==> src/rtl/uncache_agent_pkg.sv <==
// Shared types for the uncached-access agent: FSM states and write-buffer entries.
package uncache_agent_pkg;

  typedef enum logic [3:0] {
    StIdle   = 4'b0001,
    StWrBusy = 4'b0010,
    StRdBusy = 4'b0100,
    StRdDone = 4'b1000
  } ua_state_e;

  typedef struct packed {
    logic [3:0]  wen;
    logic [31:0] addr;
    logic [31:0] wdata;
  } wbuf_entry_t;

endpackage

==> src/rtl/uncache_agent_if.sv <==
// MEM-stage uncached data port (slave side of the agent) and the controller's uncache port
// (master side of the agent).
interface uncache_agent_if;

  logic        cpu_req;
  logic [3:0]  cpu_wen;
  logic [31:0] cpu_addr;
  logic [31:0] cpu_wdata;
  logic [31:0] cpu_rdata;
  logic        stallreq;

  logic        uncache_en;
  logic [3:0]  uncache_wen;
  logic [31:0] uncache_addr;
  logic [31:0] uncache_wdata;
  logic [31:0] uncache_rdata;
  logic        uncache_refresh;

  modport slave (
    input  cpu_req, cpu_wen, cpu_addr, cpu_wdata,
    output cpu_rdata, stallreq
  );

  modport master (
    output uncache_en, uncache_wen, uncache_addr, uncache_wdata,
    input  uncache_rdata, uncache_refresh
  );

endinterface

==> src/rtl/uncache_wbuf.sv <==
// Posted-write FIFO; the head entry is presented combinationally on dout_o.
module uncache_wbuf
  import uncache_agent_pkg::*;
#(
  parameter int unsigned Depth = 4
) (
  input  logic                     clk_i,
  input  logic                     rst_ni,
  input  logic                     push_i,
  input  logic                     pop_i,
  input  wbuf_entry_t              din_i,
  output wbuf_entry_t              dout_o,
  output logic                     full_o,
  output logic                     empty_o,
  output logic [$clog2(Depth):0]   count_o
);

  localparam int unsigned PtrW = $clog2(Depth);

  logic [PtrW-1:0] wr_ptr_q, rd_ptr_q;
  logic [PtrW:0]   count_q;
  wbuf_entry_t     mem_q [Depth];
  logic            do_push, do_pop;

  assign full_o  = (count_q == (PtrW+1)'(Depth));
  assign empty_o = (count_q == '0);
  assign count_o = count_q;
  assign dout_o  = mem_q[rd_ptr_q];

  assign do_push = push_i & ~full_o;
  assign do_pop  = pop_i & ~empty_o;

  always_ff @(posedge clk_i or negedge rst_ni) begin
    if (!rst_ni) begin
      wr_ptr_q <= '0;
      rd_ptr_q <= '0;
      count_q  <= '0;
    end else begin
      // Pointers wrap naturally because Depth is a power of two.
      if (do_push) wr_ptr_q <= wr_ptr_q + PtrW'(1);
      if (do_pop)  rd_ptr_q <= rd_ptr_q + PtrW'(1);
      unique case ({do_push, do_pop})
        2'b10:   count_q <= count_q + (PtrW+1)'(1);
        2'b01:   count_q <= count_q - (PtrW+1)'(1);
        default: count_q <= count_q;
      endcase
    end
  end

  always_ff @(posedge clk_i) begin
    if (do_push) mem_q[wr_ptr_q] <= din_i;
  end

endmodule

==> src/rtl/uncache_agent.sv <==
// Orders uncached stores (posted, drained one at a time) and blocking loads onto the
// controller's uncache port, stalling the pipeline only when the buffer is full or a load waits.
module uncache_agent
  import uncache_agent_pkg::*;
#(
  parameter int unsigned WbufDepth = 4
) (
  input  logic              clk,
  input  logic              rstn,
  uncache_agent_if.slave    cpu,
  uncache_agent_if.master   unc,
  output logic              wbuf_empty_o
);

  ua_state_e   state_q, state_d;
  logic        en_q, en_d;
  logic [3:0]  wen_q, wen_d;
  logic [31:0] addr_q, addr_d;
  logic [31:0] wdata_q, wdata_d;
  logic [31:0] rdata_q, rdata_d;
  logic        rd_done_q, rd_done_d;

  logic        is_store, stall, push, pop, full, empty;
  wbuf_entry_t din, head;
  logic [$clog2(WbufDepth):0] count;

  assign is_store = |cpu.cpu_wen;
  assign stall    = cpu.cpu_req & ((is_store & full) | (~is_store & ~rd_done_q));
  assign push     = cpu.cpu_req & is_store & ~full;
  assign din      = '{wen: cpu.cpu_wen, addr: cpu.cpu_addr, wdata: cpu.cpu_wdata};

  uncache_wbuf #(.Depth(WbufDepth)) u_wbuf (
    .clk_i   (clk),
    .rst_ni  (rstn),
    .push_i  (push),
    .pop_i   (pop),
    .din_i   (din),
    .dout_o  (head),
    .full_o  (full),
    .empty_o (empty),
    .count_o (count)
  );

  always_comb begin
    state_d   = state_q;
    en_d      = en_q;
    wen_d     = wen_q;
    addr_d    = addr_q;
    wdata_d   = wdata_q;
    rdata_d   = rdata_q;
    rd_done_d = rd_done_q;
    pop       = 1'b0;
    unique case (state_q)
      StIdle: begin
        // Buffered stores drain before any load so a load observes earlier writes.
        if (!empty) begin
          pop     = 1'b1;
          en_d    = 1'b1;
          wen_d   = head.wen;
          addr_d  = head.addr;
          wdata_d = head.wdata;
          state_d = StWrBusy;
        end else if (cpu.cpu_req && !is_store && !rd_done_q) begin
          en_d    = 1'b1;
          wen_d   = 4'b0000;
          addr_d  = cpu.cpu_addr;
          wdata_d = '0;
          state_d = StRdBusy;
        end
      end
      StWrBusy: begin
        if (unc.uncache_refresh) begin
          en_d    = 1'b0;
          wen_d   = 4'b0000;
          state_d = StIdle;
        end
      end
      StRdBusy: begin
        if (unc.uncache_refresh) begin
          rdata_d   = unc.uncache_rdata;
          rd_done_d = 1'b1;
          en_d      = 1'b0;
          state_d   = StRdDone;
        end
      end
      StRdDone: begin
        if (cpu.cpu_req && !stall) begin
          rd_done_d = 1'b0;
          state_d   = StIdle;
        end
      end
      default: state_d = StIdle;
    endcase
  end

  always_ff @(posedge clk or negedge rstn) begin
    if (!rstn) begin
      state_q   <= StIdle;
      en_q      <= 1'b0;
      wen_q     <= '0;
      addr_q    <= '0;
      wdata_q   <= '0;
      rdata_q   <= '0;
      rd_done_q <= 1'b0;
    end else begin
      state_q   <= state_d;
      en_q      <= en_d;
      wen_q     <= wen_d;
      addr_q    <= addr_d;
      wdata_q   <= wdata_d;
      rdata_q   <= rdata_d;
      rd_done_q <= rd_done_d;
    end
  end

  assign cpu.stallreq      = stall;
  assign cpu.cpu_rdata     = rdata_q;
  assign unc.uncache_en    = en_q;
  assign unc.uncache_wen   = wen_q;
  assign unc.uncache_addr  = addr_q;
  assign unc.uncache_wdata = wdata_q;
  assign wbuf_empty_o      = (count == '0) && (state_q != StWrBusy);

endmodule
==> src/flat_wrapper.sv <==
// flat-port wrapper written by rule: the top's interface ports become plain ports
module uncache_agent_flat import uncache_agent_pkg::*;
#(
  parameter int unsigned WbufDepth = 4
)
  (clk, rstn, wbuf_empty_o, cpu_cpu_req, cpu_cpu_wen, cpu_cpu_addr, cpu_cpu_wdata, cpu_cpu_rdata, cpu_stallreq, unc_uncache_en, unc_uncache_wen, unc_uncache_addr, unc_uncache_wdata, unc_uncache_rdata, unc_uncache_refresh);
  uncache_agent_if cpu_i ();
  uncache_agent_if unc_i ();
  input  logic clk;
  input  logic rstn;
  output logic wbuf_empty_o;
  input wire logic [$bits(cpu_i.cpu_req)-1:0] cpu_cpu_req;
  input wire logic [$bits(cpu_i.cpu_wen)-1:0] cpu_cpu_wen;
  input wire logic [$bits(cpu_i.cpu_addr)-1:0] cpu_cpu_addr;
  input wire logic [$bits(cpu_i.cpu_wdata)-1:0] cpu_cpu_wdata;
  output wire logic [$bits(cpu_i.cpu_rdata)-1:0] cpu_cpu_rdata;
  output wire logic [$bits(cpu_i.stallreq)-1:0] cpu_stallreq;
  output wire logic [$bits(unc_i.uncache_en)-1:0] unc_uncache_en;
  output wire logic [$bits(unc_i.uncache_wen)-1:0] unc_uncache_wen;
  output wire logic [$bits(unc_i.uncache_addr)-1:0] unc_uncache_addr;
  output wire logic [$bits(unc_i.uncache_wdata)-1:0] unc_uncache_wdata;
  input wire logic [$bits(unc_i.uncache_rdata)-1:0] unc_uncache_rdata;
  input wire logic [$bits(unc_i.uncache_refresh)-1:0] unc_uncache_refresh;
  assign cpu_i.cpu_req = cpu_cpu_req;
  assign cpu_i.cpu_wen = cpu_cpu_wen;
  assign cpu_i.cpu_addr = cpu_cpu_addr;
  assign cpu_i.cpu_wdata = cpu_cpu_wdata;
  assign cpu_cpu_rdata = cpu_i.cpu_rdata;
  assign cpu_stallreq = cpu_i.stallreq;
  assign unc_uncache_en = unc_i.uncache_en;
  assign unc_uncache_wen = unc_i.uncache_wen;
  assign unc_uncache_addr = unc_i.uncache_addr;
  assign unc_uncache_wdata = unc_i.uncache_wdata;
  assign unc_i.uncache_rdata = unc_uncache_rdata;
  assign unc_i.uncache_refresh = unc_uncache_refresh;
  uncache_agent #(.WbufDepth(WbufDepth)) u_core (.clk(clk), .rstn(rstn), .cpu(cpu_i), .unc(unc_i), .wbuf_empty_o(wbuf_empty_o));
endmodule
==> config.mk <==
export PLATFORM = sky130hd
export DESIGN_NAME = uncache_agent_flat
export DESIGN_NICKNAME = d
export VERILOG_FILES = /design/src/rtl/uncache_agent_pkg.sv /design/src/rtl/uncache_agent_if.sv /design/src/rtl/uncache_wbuf.sv /design/src/rtl/uncache_agent.sv /design/src/flat_wrapper.sv
export SDC_FILE = /design/constraint.sdc
export NUM_CORES = 1
export LEC_CHECK = 0
export BUFFER_PORTS_ARGS = -buffer_cell sky130_fd_sc_hd__buf_4
export CAP_MARGIN = 15
export CORE_MARGIN = 2
export CORE_UTILIZATION = 35
export CTS_CLUSTER_SIZE = 40
export DETAILED_ROUTE_END_ITERATION = 10
export PLACE_DENSITY = 0.54
export SLEW_MARGIN = 20
export SYNTH_ARGS = -nofsm -noshare
export SYNTH_HDL_FRONTEND = slang
export SYNTH_SLANG_ARGS = --single-unit
==> constraint.sdc <==
create_clock -name clk -period 3.9 [get_ports clk]
set_clock_uncertainty 0.1 [all_clocks]
set_input_delay 0.78 -clock clk [delete_from_list [all_inputs] [get_ports clk]]
set_output_delay 0.78 -clock clk [all_outputs]
set_load 0.02 [all_outputs]
==> results.sh <==
export IMPL_antenna_found_initial=1
export IMPL_synth_main_ff_cell="edfxtp_1"
export IMPL_async_flop_share_pct=29.4
export IMPL_place_inst=1413
export IMPL_path_cells="buf_4 -> or4_1 -> nor2_1 -> o21a_1 -> buf_4"
export IMPL_critPathTopFamily="simple AND/OR/NAND/NOR gates"
export IMPL_htreeDepth=2
export IMPL_tritoncts="done"
export IMPL_gr_total_overflow=0
export IMPL_wl_microns=31700
export IMPL_status="complete, no violations"
export IMPL_track_usage_pct=14.8
export IMPL_drv_slew=0
export IMPL_holdWs_ns=0.0648
export IMPL_wl_per_cell_microns=21.3
export IMPL_cp_max_fo=6
export IMPL_core_sq_um=40700
export IMPL_gp_congestion=0.666
export IMPL_synth_ff_latch_count=385
export IMPL_slowest_stage="or4_1"
export IMPL_clkTransAtPathRegs_ns=0.06
export IMPL_instances_no_fill=1489
export IMPL_r2r_start="u_core.u_wbuf.count_o[2]"
export IMPL_grt_pass1_vias=8014
export IMPL_cp_data_arrival_time_ns=1.87
export IMPL_critPathRequiredTime_ns=3.02
export IMPL_cts_root_buf="clkbuf_16"
export IMPL_drc=0
export IMPL_ir_drop_v=0.000447
export IMPL_drtPass1Iterations=4
export IMPL_ios=207
export IMPL_synth_area_leaders="edfxtp_1 57%, dfrtp_1 19%, mux4_2 11%"
export IMPL_nNetsFinal=1034
export IMPL_tns_ns=0
export IMPL_drt_initial_drc_count=405
export IMPL_cts_sinks=385
export IMPL_post_route_min_period_ns=2.75
export IMPL_worstMarginPinSlew_ns=0.858
export IMPL_drv_cap=0
export IMPL_path_buf_inv=2
export IMPL_initial_core_util_pct=35.4
export IMPL_power_mw=14.3
export IMPL_dpl_hpwl_microns=19400
export IMPL_crit_type="input port to output port"
export IMPL_die_y_microns=207
export IMPL_drtAntennaViolNets=0
export IMPL_slew_limit_headroom_pct=42.8
export IMPL_max_stage_delay_ns=0.55
export IMPL_synth_nets=804
export IMPL_syn_avg_cell_area_sq_um=20.8
export IMPL_syn_area_sq_um=14400
export IMPL_yosysMostFrequentCell="edfxtp_1"
export IMPL_grt_max_degree=54
export IMPL_hold_viol_final=0
export IMPL_seq_area_sq_um=11000
export IMPL_fill_cells=3567
export IMPL_holdBufCountCts=0
export IMPL_cts_made_buffers=41
export IMPL_hp_class="input port to asynchronous set/reset pin"
export IMPL_synth_edf_count=272
export IMPL_fmax_mhz=364
export IMPL_crit_start="cpu_cpu_wen[1]"
export IMPL_clockBufferDepth=3
export IMPL_yosys_warnings=0
export IMPL_ys_seq_area_share_pct=76.2
export IMPL_end_kind="output port"
export IMPL_vias_per_cell=5.01
export IMPL_vias=7459
export IMPL_fin_crit_sh_pct=70.5
export IMPL_die_x_microns=207
export IMPL_synth_area_leader_cell="edfxtp_1"
export IMPL_layout_drive_gt1_share_pct=42.7
export IMPL_ctsResizeCount=0
export IMPL_grt_setup_unrepaired="false"
export IMPL_finalSetupViolCount=0
export IMPL_clk_latency_ns=0.53
export IMPL_crit_top_cell="buf_4"
export IMPL_grt_pass1_wl_microns=49200
export IMPL_critPathLaunchType="input port"
export IMPL_rows=74
export IMPL_power_leakage_nw=6.85
export IMPL_crit_cells=5
export IMPL_r2r_cells=4
export IMPL_yosysUniqueCellTypes=47
export IMPL_post_route_util_pct=44.4
export IMPL_cts_setup_buffers=0
export IMPL_die_area_sq_um=42900
export IMPL_synth_common_cells="272 x edfxtp_1, 112 x dfrtp_1, 68 x mux4_2"
export IMPL_post_synth_top_area_fraction_pct=56.6
export IMPL_portBuffers=206
export IMPL_synthCells=694
export IMPL_multi_input_area_sq_um=3260
export IMPL_synthToLayoutAreaGrowth_pct=25.2
export IMPL_pwr_density_cell_nw_per_um2=791
-- metal layers --
metal	track usage, %	vias to the layer above	part of all wire, %
met5	0	-	0
met4	3.97	0	1.7
met3	3.71	46	6.7
met2	22.8	231	46
met1	21.1	3856	45
li1	-	3326	-
-- power breakdown --
part	switching [mW]	internal, mW
logic	2.30	2.16
registers	0.569	5.43
clock network	1.53	2.31
-- final timing paths --
| path | endpoint | slack, ns |
|---|---|---|
| max in group asynchronous | u_core.cpu.cpu_rdata[22] | 2.78 |
| hold / removal | u_core.unc.uncache_addr[2] | 0.06 |
| setup reg to reg | u_core.u_wbuf.mem_q[1][18] | 1.39 |
| hold reg to reg | u_core.unc.uncache_wen[0] | 0.39 |
| setup / recovery | cpu_stallreq | 1.15 |
| min in group clk | u_core.u_wbuf.mem_q[0][9] | 0.34 |
-- per-stage QoR --
| stage | worst slack [ns] | area, sq um |
|---|---|---|
| 2_1_floorplan | 0.566 | 14400 |
| 3_3_place_gp | 0.814 | 16700 |
| 3_5_place_dp | 0.808 | 16700 |
| 4_1_cts | 1.14 | 18100 |
| 5_1_grt | 1.03 | 18100 |
| 6_report | 1.15 | 18100 |
-- cell usage in the layout, fill, tap and decap left out, types with 6 or more instances in the layout --
master     instances
edfxtp_1         272
buf_4            220
dfrtp_1          110
mux4_2            68
clkbuf_16         43
mux2_2            32
a22o_1            32
o22ai_1           32
a2bb2oi_1         32
clkbuf_1          13
clkbuf_8           8
inv_1              7
nor2_1             6
clkinv_2           6
-- sequential cells by signal, indices dropped and copies added (netlist names) --
| name | flops |
|---|---|
| u_core.unc.uncache_wen | 4 |
| u_core.unc.uncache_wdata | 32 |
| u_core.rd_done_q | 1 |
| u_core.state_q | 4 |
| u_core.cpu.cpu_rdata | 32 |
| u_core.unc.uncache_en | 1 |
| u_core.u_wbuf.mem_q | 272 |
| u_core.unc.uncache_addr | 32 |
| u_core.u_wbuf.count_o | 3 |
| u_core.u_wbuf.rd_ptr_q | 2 |
| u_core.u_wbuf.wr_ptr_q | 2 |
-- layout make-up --
cell class,instances,share of cell area (%)
Multi-Input combinational cell,262,18.0
Sequential cell,385,60.9
Clock inverter,11,0.630
Timing Repair Buffer,226,9.75
Antenna cell,1,0.0138
Clock buffer,64,6.83
Tap cell,532,3.68
Inverter,8,0.166
-- logic make-up after synthesis --
family	Yosys count	synth area share, %
AOI/OAI and AO/OA	111	6.11
xor gates and xnor gates	6	0.364
adders and majority gates	6	0.572
buffers and inverters	47	1.44
DFF	385	76.2
muxes	105	13.5
and+or+nand+nor	34	1.83
(Power assumes the default switching activity.)
